**src/rtl/pwm_capture_pkg.sv**
```systemverilog
// Shared types and widths for the PWM capture monitor.
// On/off enables and the capture FSM state encoding live here so the top and the bench agree.
package pwm_capture_pkg;

  localparam int PWMCOUNT_WIDTH = 16;

  typedef enum logic {PWM_OFF = 1'b0, PWM_ON = 1'b1} _pwm_onoff;
  typedef enum logic {DT_OFF = 1'b0, DT_ON = 1'b1} _dt_onoff;

  typedef enum logic [1:0] {
    CAP_IDLE = 2'd0,
    CAP_ARM  = 2'd1,
    CAP_HIGH = 2'd2,
    CAP_LOW  = 2'd3
  } _cap_state;

endpackage

```
**src/rtl/sync_ff.sv**
```systemverilog
// Multi-flop synchronizer for a single asynchronous input bit.
// Output is the last stage; all stages clear on reset.
module sync_ff #(
  parameter int SYNC_STAGES = 2
) (
  input  logic clk,
  input  logic resetn,
  input  logic d,
  output logic q
);

  logic [SYNC_STAGES-1:0] stage_reg;

  always_ff @(posedge clk or negedge resetn) begin
    if (!resetn) begin
      stage_reg <= '0;
    end else begin
      stage_reg <= {stage_reg[SYNC_STAGES-2:0], d};
    end
  end

  assign q = stage_reg[SYNC_STAGES-1];

endmodule

```
**src/rtl/pwm_capture.sv**
```systemverilog
// Measures high time and period of PWM leg A, flags a stalled carrier,
// and latches a sticky fault when both legs are high at once.
module pwm_capture
  import pwm_capture_pkg::*;
#(
  parameter int               CNT_W       = PWMCOUNT_WIDTH,
  parameter int               SYNC_STAGES = 2,
  parameter logic [CNT_W-1:0] TIMEOUT     = {CNT_W{1'b1}}
) (
  input  logic             clk,
  input  logic             resetn,
  input  logic             pwm_in_A,
  input  logic             pwm_in_B,
  input  _pwm_onoff        cap_en,
  input  _dt_onoff         dt_check,
  input  logic             fault_clr,
  output logic [CNT_W-1:0] high_cnt,
  output logic [CNT_W-1:0] period_cnt,
  output logic             cap_valid,
  output logic             timeout,
  output logic             overlap_fault
);

  logic [1:0] raw_in;
  logic [1:0] sync_out;

  assign raw_in = {pwm_in_B, pwm_in_A};

  for (genvar gi = 0; gi < 2; gi++) begin : g_sync
    sync_ff #(.SYNC_STAGES(SYNC_STAGES)) u_sync (
      .clk   (clk),
      .resetn(resetn),
      .d     (raw_in[gi]),
      .q     (sync_out[gi])
    );
  end

  logic a_s, b_s, a_q_reg;
  logic rise, fall;

  assign a_s  = sync_out[0];
  assign b_s  = sync_out[1];
  assign rise = a_s & ~a_q_reg;
  assign fall = ~a_s & a_q_reg;

  _cap_state        state_reg, state_next;
  logic [CNT_W-1:0] cnt_reg, cnt_next;
  logic [CNT_W-1:0] hi_lat_reg, hi_lat_next;
  logic [CNT_W-1:0] high_reg, high_next;
  logic [CNT_W-1:0] period_reg, period_next;
  logic             valid_reg, valid_next;
  logic             timeout_reg, timeout_next;
  logic             fault_reg, fault_next;
  logic             at_limit;
  logic [CNT_W-1:0] cnt_inc;

  // The limit check pre-empts the increment, so cnt can never pass TIMEOUT.
  assign at_limit = (cnt_reg >= TIMEOUT);
  assign cnt_inc  = cnt_reg + CNT_W'(1);

  always_comb begin
    state_next   = state_reg;
    cnt_next     = cnt_reg;
    hi_lat_next  = hi_lat_reg;
    high_next    = high_reg;
    period_next  = period_reg;
    valid_next   = 1'b0;
    timeout_next = timeout_reg;

    if (cap_en != PWM_ON) begin
      state_next   = CAP_IDLE;
      cnt_next     = '0;
      timeout_next = 1'b0;
    end else begin
      case (state_reg)
        CAP_IDLE: begin
          state_next = CAP_ARM;
          cnt_next   = '0;
        end
        CAP_ARM: begin
          if (rise) begin
            cnt_next     = CNT_W'(1);
            timeout_next = 1'b0;
            state_next   = CAP_HIGH;
          end
        end
        CAP_HIGH: begin
          if (at_limit) begin
            timeout_next = 1'b1;
            state_next   = CAP_ARM;
          end else begin
            cnt_next = cnt_inc;
            if (fall) begin
              hi_lat_next = cnt_reg;
              state_next  = CAP_LOW;
            end
          end
        end
        CAP_LOW: begin
          if (at_limit) begin
            timeout_next = 1'b1;
            state_next   = CAP_ARM;
          end else if (rise) begin
            period_next = cnt_reg;
            high_next   = hi_lat_reg;
            valid_next  = 1'b1;
            cnt_next    = CNT_W'(1);
            state_next  = CAP_HIGH;
          end else begin
            cnt_next = cnt_inc;
          end
        end
        default: state_next = CAP_IDLE;
      endcase
    end
  end

  // A fresh overlap outranks a clear arriving in the same cycle.
  always_comb begin
    fault_next = fault_reg;
    if ((dt_check == DT_ON) && a_s && b_s) begin
      fault_next = 1'b1;
    end else if (fault_clr) begin
      fault_next = 1'b0;
    end
  end

  always_ff @(posedge clk or negedge resetn) begin
    if (!resetn) begin
      a_q_reg     <= 1'b0;
      state_reg   <= CAP_IDLE;
      cnt_reg     <= '0;
      hi_lat_reg  <= '0;
      high_reg    <= '0;
      period_reg  <= '0;
      valid_reg   <= 1'b0;
      timeout_reg <= 1'b0;
      fault_reg   <= 1'b0;
    end else begin
      a_q_reg     <= a_s;
      state_reg   <= state_next;
      cnt_reg     <= cnt_next;
      hi_lat_reg  <= hi_lat_next;
      high_reg    <= high_next;
      period_reg  <= period_next;
      valid_reg   <= valid_next;
      timeout_reg <= timeout_next;
      fault_reg   <= fault_next;
    end
  end

  assign high_cnt      = high_reg;
  assign period_cnt    = period_reg;
  assign cap_valid     = valid_reg;
  assign timeout       = timeout_reg;
  assign overlap_fault = fault_reg;

endmodule

```
**config.mk**
```make
export PLATFORM = sky130hd
export DESIGN_NAME = pwm_capture
export DESIGN_NICKNAME = d
export VERILOG_FILES = /design/src/rtl/pwm_capture_pkg.sv /design/src/rtl/sync_ff.sv /design/src/rtl/pwm_capture.sv
export SDC_FILE = /design/constraint.sdc
export NUM_CORES = 1
export LEC_CHECK = 0
export BUFFER_PORTS_ARGS = -buffer_cell sky130_fd_sc_hd__buf_4
export CAP_MARGIN = 20
export CORE_ASPECT_RATIO = 0.9
export CORE_UTILIZATION = 32
export CTS_CLUSTER_SIZE = 14
export DETAILED_ROUTE_END_ITERATION = 8
export PLACE_DENSITY = 0.52
export SLEW_MARGIN = 15
export SYNTH_ARGS = -nofsm -noshare
export SYNTH_HDL_FRONTEND = slang
export SYNTH_SLANG_ARGS = --single-unit
```
**constraint.sdc**
```tcl
create_clock -name clk -period 2.85 [get_ports clk]
set_input_delay 0.4275 -clock clk [delete_from_list [all_inputs] [get_ports clk]]
set_output_delay 0.4275 -clock clk [all_outputs]
set_load 0.01 [all_outputs]
```
Word-level counts from Yosys, hierarchy flattened
Cells that the tools add are included.
{"block": "word_totals", "regBits": 74, "input_bits": 7, "out_inout_bits": 35, "word_cells": 58}
{"block": "classes", "add_sub_neg": 1, "n_lt_le_gt_ge": 1, "n_eq_ne": 9, "mux": 22, "bitwise": 5, "reduce_logical": 9}
{"op": "2-to-1 mux 16 bit", "n": 5}
{"op": "one-hot mux 16 bit (4 select lines)", "n": 1}
{"op": "adder 16 x 1 -> 16 bit, second input constant", "n": 1}
{"op": ">= comparator 16 bit, second input constant", "n": 1}
{"op": "2-to-1 mux 2 bit", "n": 5}
{"op": "2-to-1 mux 1 bit", "n": 9}
{"op": "inequality test 3 bit, second input constant", "n": 3}
{"op": "one-hot mux 2 bit (4 select lines)", "n": 1}
{"op": "AND reduction 4 bit", "n": 2}
{"op": "inequality test 3 x 2 -> 1 bit, second input constant", "n": 2}
{"op": "AND reduction 3 bit", "n": 2}
{"op": "equality test 2 bit, second input constant", "n": 2}
{"op": "inequality test 4 bit, second input constant", "n": 1}
{"op": "NOT 1 bit", "n": 3}
{"op": "bitwise AND 1 bit", "n": 2}
{"op": "equality test 2 x 1 -> 1 bit, second input constant", "n": 1}
{"op": "logical AND 1 bit", "n": 2}
{"op": "logical NOT 2 bit", "n": 1}
{"op": "one-hot mux 1 bit (2 select lines)", "n": 1}
{"op": "nonzero test 2 bit", "n": 1}
{"op": "OR reduction 2 bit", "n": 1}

Longest topological paths before layout
Gate-level depths: netlist (run 1).
{"block": "depth", "word_depth": 6, "ltp_mapped": 8, "depth_no_buf": 6}

Cells and area by module
From an unflattened synthesis (run 1), not the netlist that was laid out.
{"block": "hier_totals", "hier_cells": 247, "hier_area_um2": 3121.7}
{"mod": "pwm_capture", "n_inst": 1, "cells_per_inst": 243, "area_per_inst_um2": 3021.6, "seq_area_each_um2": 1751.7}
{"mod": "sync_ff", "n_inst": 2, "cells_per_inst": 2, "area_per_inst_um2": 50.0, "seq_area_each_um2": 50.0}

Worst setup path before layout (run 1)
No wires, ideal clock.
{"block": "synth_path", "kind": "register to register", "start": "register cnt_reg[0]", "end": "register hi_lat_reg[10]", "arrival_time_ns": 1.975, "t_required_ns": 2.725, "path_slack_ns": 0.750, "path_stages_with_launch": 9, "period_less_slack_ns": 2.100, "path_cell_list": "dfrtp_1 -> ha_1 -> nand4_2 -> nor2_4 -> and3_1 -> buf_4 -> nor3_4 -> buf_6 -> mux2_2"}
{"block": "synth_via", "elab_chain_len": 3}
{"element": "start, declared", "line": "pwm_capture.sv:47", "text": "logic [CNT_W-1:0] cnt_reg, cnt_next;"}
{"element": "start signal, assigned", "line": "pwm_capture.sv:142", "text": "cnt_reg <= cnt_next;"}
{"element": ">= comparator 16 bit", "line": "pwm_capture.sv:58", "text": "assign at_limit = (cnt_reg >= TIMEOUT);"}
{"element": "NOT 1 bit (no source line)"}
{"element": "AND reduction 4 bit (no source line)"}
{"element": "end signal, assigned", "line": "pwm_capture.sv:143", "text": "hi_lat_reg <= hi_lat_next;"}
{"element": "end, declared", "line": "pwm_capture.sv:48", "text": "logic [CNT_W-1:0] hi_lat_reg, hi_lat_next;"}
No other way between the ends.
A chain may end at the register's enable or synchronous reset.

Final worst setup path (run 1)
{"block": "layout_path", "start": "register cnt_reg[0]", "end": "register high_reg[13] (netlist: high_cnt[13])"}
{"block": "layout_via", "elab_chain_len": 3}
{"element": ">= comparator 16 bit", "line": "pwm_capture.sv:58"}
{"element": "NOT 1 bit (no source line)"}
{"element": "AND reduction 4 bit (no source line)"}
{"element": "end signal, assigned", "line": "pwm_capture.sv:144", "text": "high_reg <= high_next;"}
{"element": "end, declared", "line": "pwm_capture.sv:49", "text": "logic [CNT_W-1:0] high_reg, high_next;"}
No other way between the ends.

==> metrics.cfg, run 1 <==
[run_status]
status = finished, final reports clean

[logic_synthesis]
synth_nets = 255
synth_edf_count = 0
synth_top_area_cell = dfrtp_1
yosysWarnings = 0
ys_async_sr_fraction = 1.00
synth_seq_area_share = 0.591
syn_inst = 247
synthTopCellsByArea = dfrtp_1 (59%), mux2_1 (10%), mux2_2 (6.8%), o21ai_0 (2.7%), nand3_1 (2.2%)
synth.most_common_cell = dfrtp_1
syn_area_per_cell_um2 = 12.7
synth_cell_types = 39
synth_ff_type = dfrtp_1
syn-cell-area_um2 = 3130
yosys.area.top_type_share = 0.591
synth-seq-cells = 74
synth_common_cells = dfrtp_1 (74), mux2_1 (28), mux2_2 (19)

[die]
die_area_um2 = 10200
placementRows = 33
ioPinCount = 42
die_w_um = 106
start_util = 0.337
core_um2 = 9290
die_h_um = 95.9

[critical_path]
r2r_cells = 7
start_kind = register
reg2reg_from = cnt_reg[0]
cp.required_ns = 3.08
crit_family = simple AND/OR/NAND/NOR gates
slowest_stage = nor3_4
crit_start = cnt_reg[0]
cp.depth = 7
worst-setup-path-type = reg -> reg
critPathCaptureType = register
path_cells = ha_1, nand4_2, nor2_4, and3_1, nor3_4, buf_12, mux2_1
cp_max_fo = 18
regToRegSetupSlack_ns = 0.24
critPathMaxStageDelay_ns = 0.74
cp-endpoint = high_cnt[13]
arrival_ns = 2.83
r2r-end = high_cnt[13]
critical_path_buf_inv_count = 1

[clocking]
clockRootBuffer = clkbuf_8
clock_latency_ns = 0.35
htree_levels = 3
cts_buffers = 9
hold_buffers = 0
post_cts_resized = 0
post-cts-setup-buffer-count = 0
cts.sinks = 74
max-clock-path-buffers = 2
cts_tree = done
clk_pin_slew_ns = 0.09

[global_route]
first_global_vias = 2089
gr-total-overflow = 0
antenna_found_initial = 0
use_met1 = 0.175
busiest_layer = met2
use_met3 = 0.0420
grt_use_met2 = 0.213
grt_pass1_wl_um = 10600
grtUsageTotal = 0.136
grt_max_degree = 75

[detailed_routing]
wirelength_um = 6160
first_iter_violations = 75
drc = 0
ant_nets = 0
viasPerCell = 4.97
dr_total_vias = 2088
dr.pass1.iters = 4
wl_per_cell_um = 14.7

[pwr]
design_power_total_uw = 2130
vdd_drop_max_uv = 247
power.density_nw_per_um2 = 559
leakage_uw = 0.00187

[sta]
fin_crit_ns = 2.61
skew_ns = 0.0155
fmax_mhz = 383
hold_viol_final = 0
relSlewSlack = 0.379
tns_ns = 0
worst_hold_slack_ns = 0.175
rsz0062_at_grt = no
drv_slew = 0
setup_viol = 0
tightest_slew_ns = 0.931
min_period_over_period = 0.915

[placed_design]
place_inst = 405
finalWeightedCongestion = 0.828
hpwl_um = 3930
io_buffers = 41

[layout]
nFillCells = 921
multi_input_area_um2 = 1170
syn2layout_area_growth_pct = 21.4
finish.net_count = 302
n_antenna_cell = 0
stdcell_count = 420
drive_gt1_frac = 0.295
utilization = 0.410
regArea_um2 = 1850

[worst_hold_path]
hp-class = in -> reg

[run]
timing.max_cap.violations = 0

logic make-up after synthesis:
kind of cell             count (synthesis)  share of synthesized area
adder cells (fa/ha/maj)                  1                    0.00399
AO/OA/AOI/OAI                           45                     0.0875
AND/OR/NAND/NOR                         61                      0.108
XOR/XNOR                                 1                    0.00280
multiplexers                            48                      0.172
flip-flops                              74                      0.591
buffers and inverters                   17                     0.0347
placed cells by master, fill, tap and decap left out, types with 2 or more instances in the layout:
master and n:
nand2_1 14, nand4_1 4, buf_4 46, o21ai_0 17, o22ai_1 3, inv_1 6, mux2_1 28, o31ai_1 4
nand3_1 14, a21oi_1 9, a31oi_1 4, o41ai_1 2, dfrtp_1 74, nor3_4 2, and3_1 3, mux2_2 19
clkbuf_8 10, and2_1 2, nor2_1 13, bufinv_16 3
final cells by class:
cell class	instances	area share
multi-input combinational	156	0.308
clock inverter	5	0.0270
inverter	6	0.00592
tap	122	0.0401
clock buffer	10	0.0362
sequential	74	0.487
timing repair buffer	47	0.0960
worst min path at each step:
stage	from	to	slack [ns]	depth (start not counted)
global placement	g_sync[0].u_sync.stage_reg[0]	g_sync[0].u_sync.stage_reg[1]	0.33	0
CTS	pwm_in_A	g_sync[0].u_sync.stage_reg[0]	0.16	1
floorplan	resetn	a_q_reg	0.13	0
global route	pwm_in_B	g_sync[1].u_sync.stage_reg[0]	0.15	1
detailed placement	g_sync[1].u_sync.stage_reg[0]	g_sync[1].u_sync.stage_reg[1]	0.34	0
finish	pwm_in_A	g_sync[0].u_sync.stage_reg[0]	0.18	1
per-stage QoR:
stage | area [um^2] | worst slack, ns
finish | 3800 | 0.241
global placement | 3560 | 0.263
detailed placement | 3560 | 0.235
floorplan | 3130 | 0.750
CTS | 3800 | 0.181
global route | 3800 | 0.0775
report_power, final:
group          total [uW]  switching, uW  leakage [uW]  internal (uW)
logic                74.8           47.3      0.000733           27.5
clock network         978            379      0.000118            599
registers            1070           11.7       0.00102           1060
total                2130            438       0.00187           1690
layer usage:
layer  vias up  routed length [um]
li1        989                   -
met1      1046                3020
met2        44                2790
met3         9                 254
met4         0                 100
met5         -                   0
(Power assumes the default switching activity.)
==> inputs of run 2 (changes only) <==
RECOVER_POWER = 50   (was default)
==> run 2 against run 1 <==
Net effect: the run now ends with capacitance limit, slew limit left; clock power hardly changed; register-to-register slack about the same; critical path depth unchanged; critical endpoint unchanged.
==> metrics.cfg, run 2 (synthesis results as in run 1) <==
[layout]
drive_gt1_frac = 0.258  ; -0.0369
finish.net_count = 302  ; unchanged
n_antenna_cell = 0  ; unchanged
syn2layout_area_growth_pct = 20.0
final_cell_mix = dfrtp_1 (74), buf_4 (32), mux2_1 (28), mux2_2 (19), o21ai_0 (17)
layout_commonest_cell = dfrtp_1
utilization = 0.405  ; -0.00471

[clocking]
clock_latency_ns = 0.35  ; about the same
cts.sinks = 74  ; unchanged
post-cts-setup-buffer-count = 0  ; unchanged
hold_buffers = 0  ; unchanged
cts_tree = done
htree_levels = 3  ; unchanged
post_cts_resized = 0  ; unchanged
max-clock-path-buffers = 2  ; unchanged
clockRootBuffer = clkbuf_8
clk_pin_slew_ns = 0.09  ; about the same
cts_buffers = 9  ; unchanged

[detailed_routing]
first_iter_violations = 80  ; +6.7%
wl_per_cell_um = 14.7  ; +0.24%
dr_total_vias = 2086  ; -0.096%
wirelength_um = 6180  ; +0.24%
viasPerCell = 4.97  ; about the same
ant_nets = 0  ; unchanged
wl_met1_um = 3050  ; +1.0%
wl_met2_um = 2780  ; -0.29%
topRoutingLayerUsed = met4
met3_length_um = 246  ; -3.1%
drc = 0  ; unchanged
dr.pass1.iters = 4  ; unchanged

[placed_design]
hpwl_um = 3930  ; unchanged
io_buffers = 41  ; unchanged
finalWeightedCongestion = 0.828  ; unchanged

[global_route]
first_global_vias = 2089  ; unchanged
grtUsageTotal = 0.136  ; unchanged
gr-total-overflow = 0  ; unchanged
grt_pass1_wl_um = 10600  ; unchanged
antenna_found_initial = 0  ; unchanged
grt_max_degree = 75  ; unchanged

[critical_path]
regToRegSetupSlack_ns = 0.24  ; about the same
worst-setup-path-type = reg -> reg
cp.required_ns = 3.08  ; about the same
start_kind = register
cp_max_fo = 18  ; unchanged
critPathCaptureType = register
arrival_ns = 2.83  ; about the same

[run_status]
failed_checks = capacitance limit, slew limit
status = complete, but fails checks

[pwr]
leakage_uw = 0.00182  ; -2.6%
vdd_drop_max_uv = 247  ; about the same
power.density_nw_per_um2 = 565  ; +1.1%

[die]
start_util = 0.337  ; unchanged
die_w_um = 106  ; unchanged
placementRows = 33  ; unchanged
die_area_um2 = 10200  ; unchanged
core_um2 = 9290  ; unchanged
die_h_um = 95.9  ; unchanged
ioPinCount = 42  ; unchanged

[sta]
rsz0062_at_grt = no
drv_slew = 75  ; +75
tightest_slew_ns = 1.83  ; +0.899 ns
relSlewSlack = -0.220  ; -0.599
fin_crit_ns = 2.61  ; -0.00164 ns
setup_viol = 0  ; unchanged
skew_ns = 0.0158  ; +0.000332 ns
min_period_over_period = 0.915  ; about the same
hold_viol_final = 0  ; unchanged
tns_ns = 0  ; unchanged
fmax_mhz = 384  ; about the same

[run]
timing.max_cap.violations = 1  ; +1

[worst_hold_path]
hp-class = in -> reg

## run 2: changes by cell type in the layout (fill, tap and decap cells not counted), sizes merged
cell / delta
clkbuf: +14
buf: -14
## run 2: final cells by class
type	instances	area, um^2
fill	927	5530
sequential	74	1850
multi-input combinational	156	1170
timing repair buffer	47	322
tap	122	153
clock buffer	10	138
clock inverter	5	103
inverter	6	22.5
## run 2: path summary, 6_finish.rpt
kind / end / cells after the start / start
worst max-delay path: high_cnt[13] / 7 / cnt_reg[0]
worst min-delay path: g_sync[0].u_sync.stage_reg[0] / 1 / pwm_in_A
worst max register to register: high_cnt[13] / 7 / cnt_reg[0]
worst min register to register: g_sync[0].u_sync.stage_reg[1] / 0 / g_sync[0].u_sync.stage_reg[0]
max in group asynchronous: hi_lat_reg[1] / 1 / resetn
min in group asynchronous: state_reg[1] / 1 / resetn
## run 2: through the flow
step           cell area (um^2)  hold WS, ns  power, uW  setup slack (ns)  std cells
2_1_floorplan              3130        0.132       1130             0.750        247
3_3_place_gp               3560        0.334       1170             0.263        405
3_5_place_dp               3560        0.337       1170             0.235        405
4_1_cts                    3800        0.159       2160             0.181        420
5_1_grt                    3760        0.172       2220            0.0775        420
6_report                   3760        0.197       2130             0.242        420
## run 2: where the power goes
part           internal [uW]  leakage (uW)  switching, uW  total, uW
Sequential              1060       0.00102           11.7       1070
Clock                    599      0.000118            379        978
Combinational           26.4      0.000685           47.2       73.6
Total                   1690       0.00182            438       2130
## run 2: worst max-delay path, stage by stage (launching register included)
cell,delay (ns)
dfrtp_1,0.46
ha_1,0.28
nand4_2,0.14
nor2_4,0.08
and3_1,0.19
nor3_4,0.74
buf_12,0.25
mux2_1,0.34
## run 2: layer usage
layer | vias to the layer above | GRT usage
met5 | - | 0
met4 | 0 | 0.0590
met3 | 10 | 0.0420
met2 | 44 | 0.213
met1 | 1044 | 0.175
li1 | 988 | -
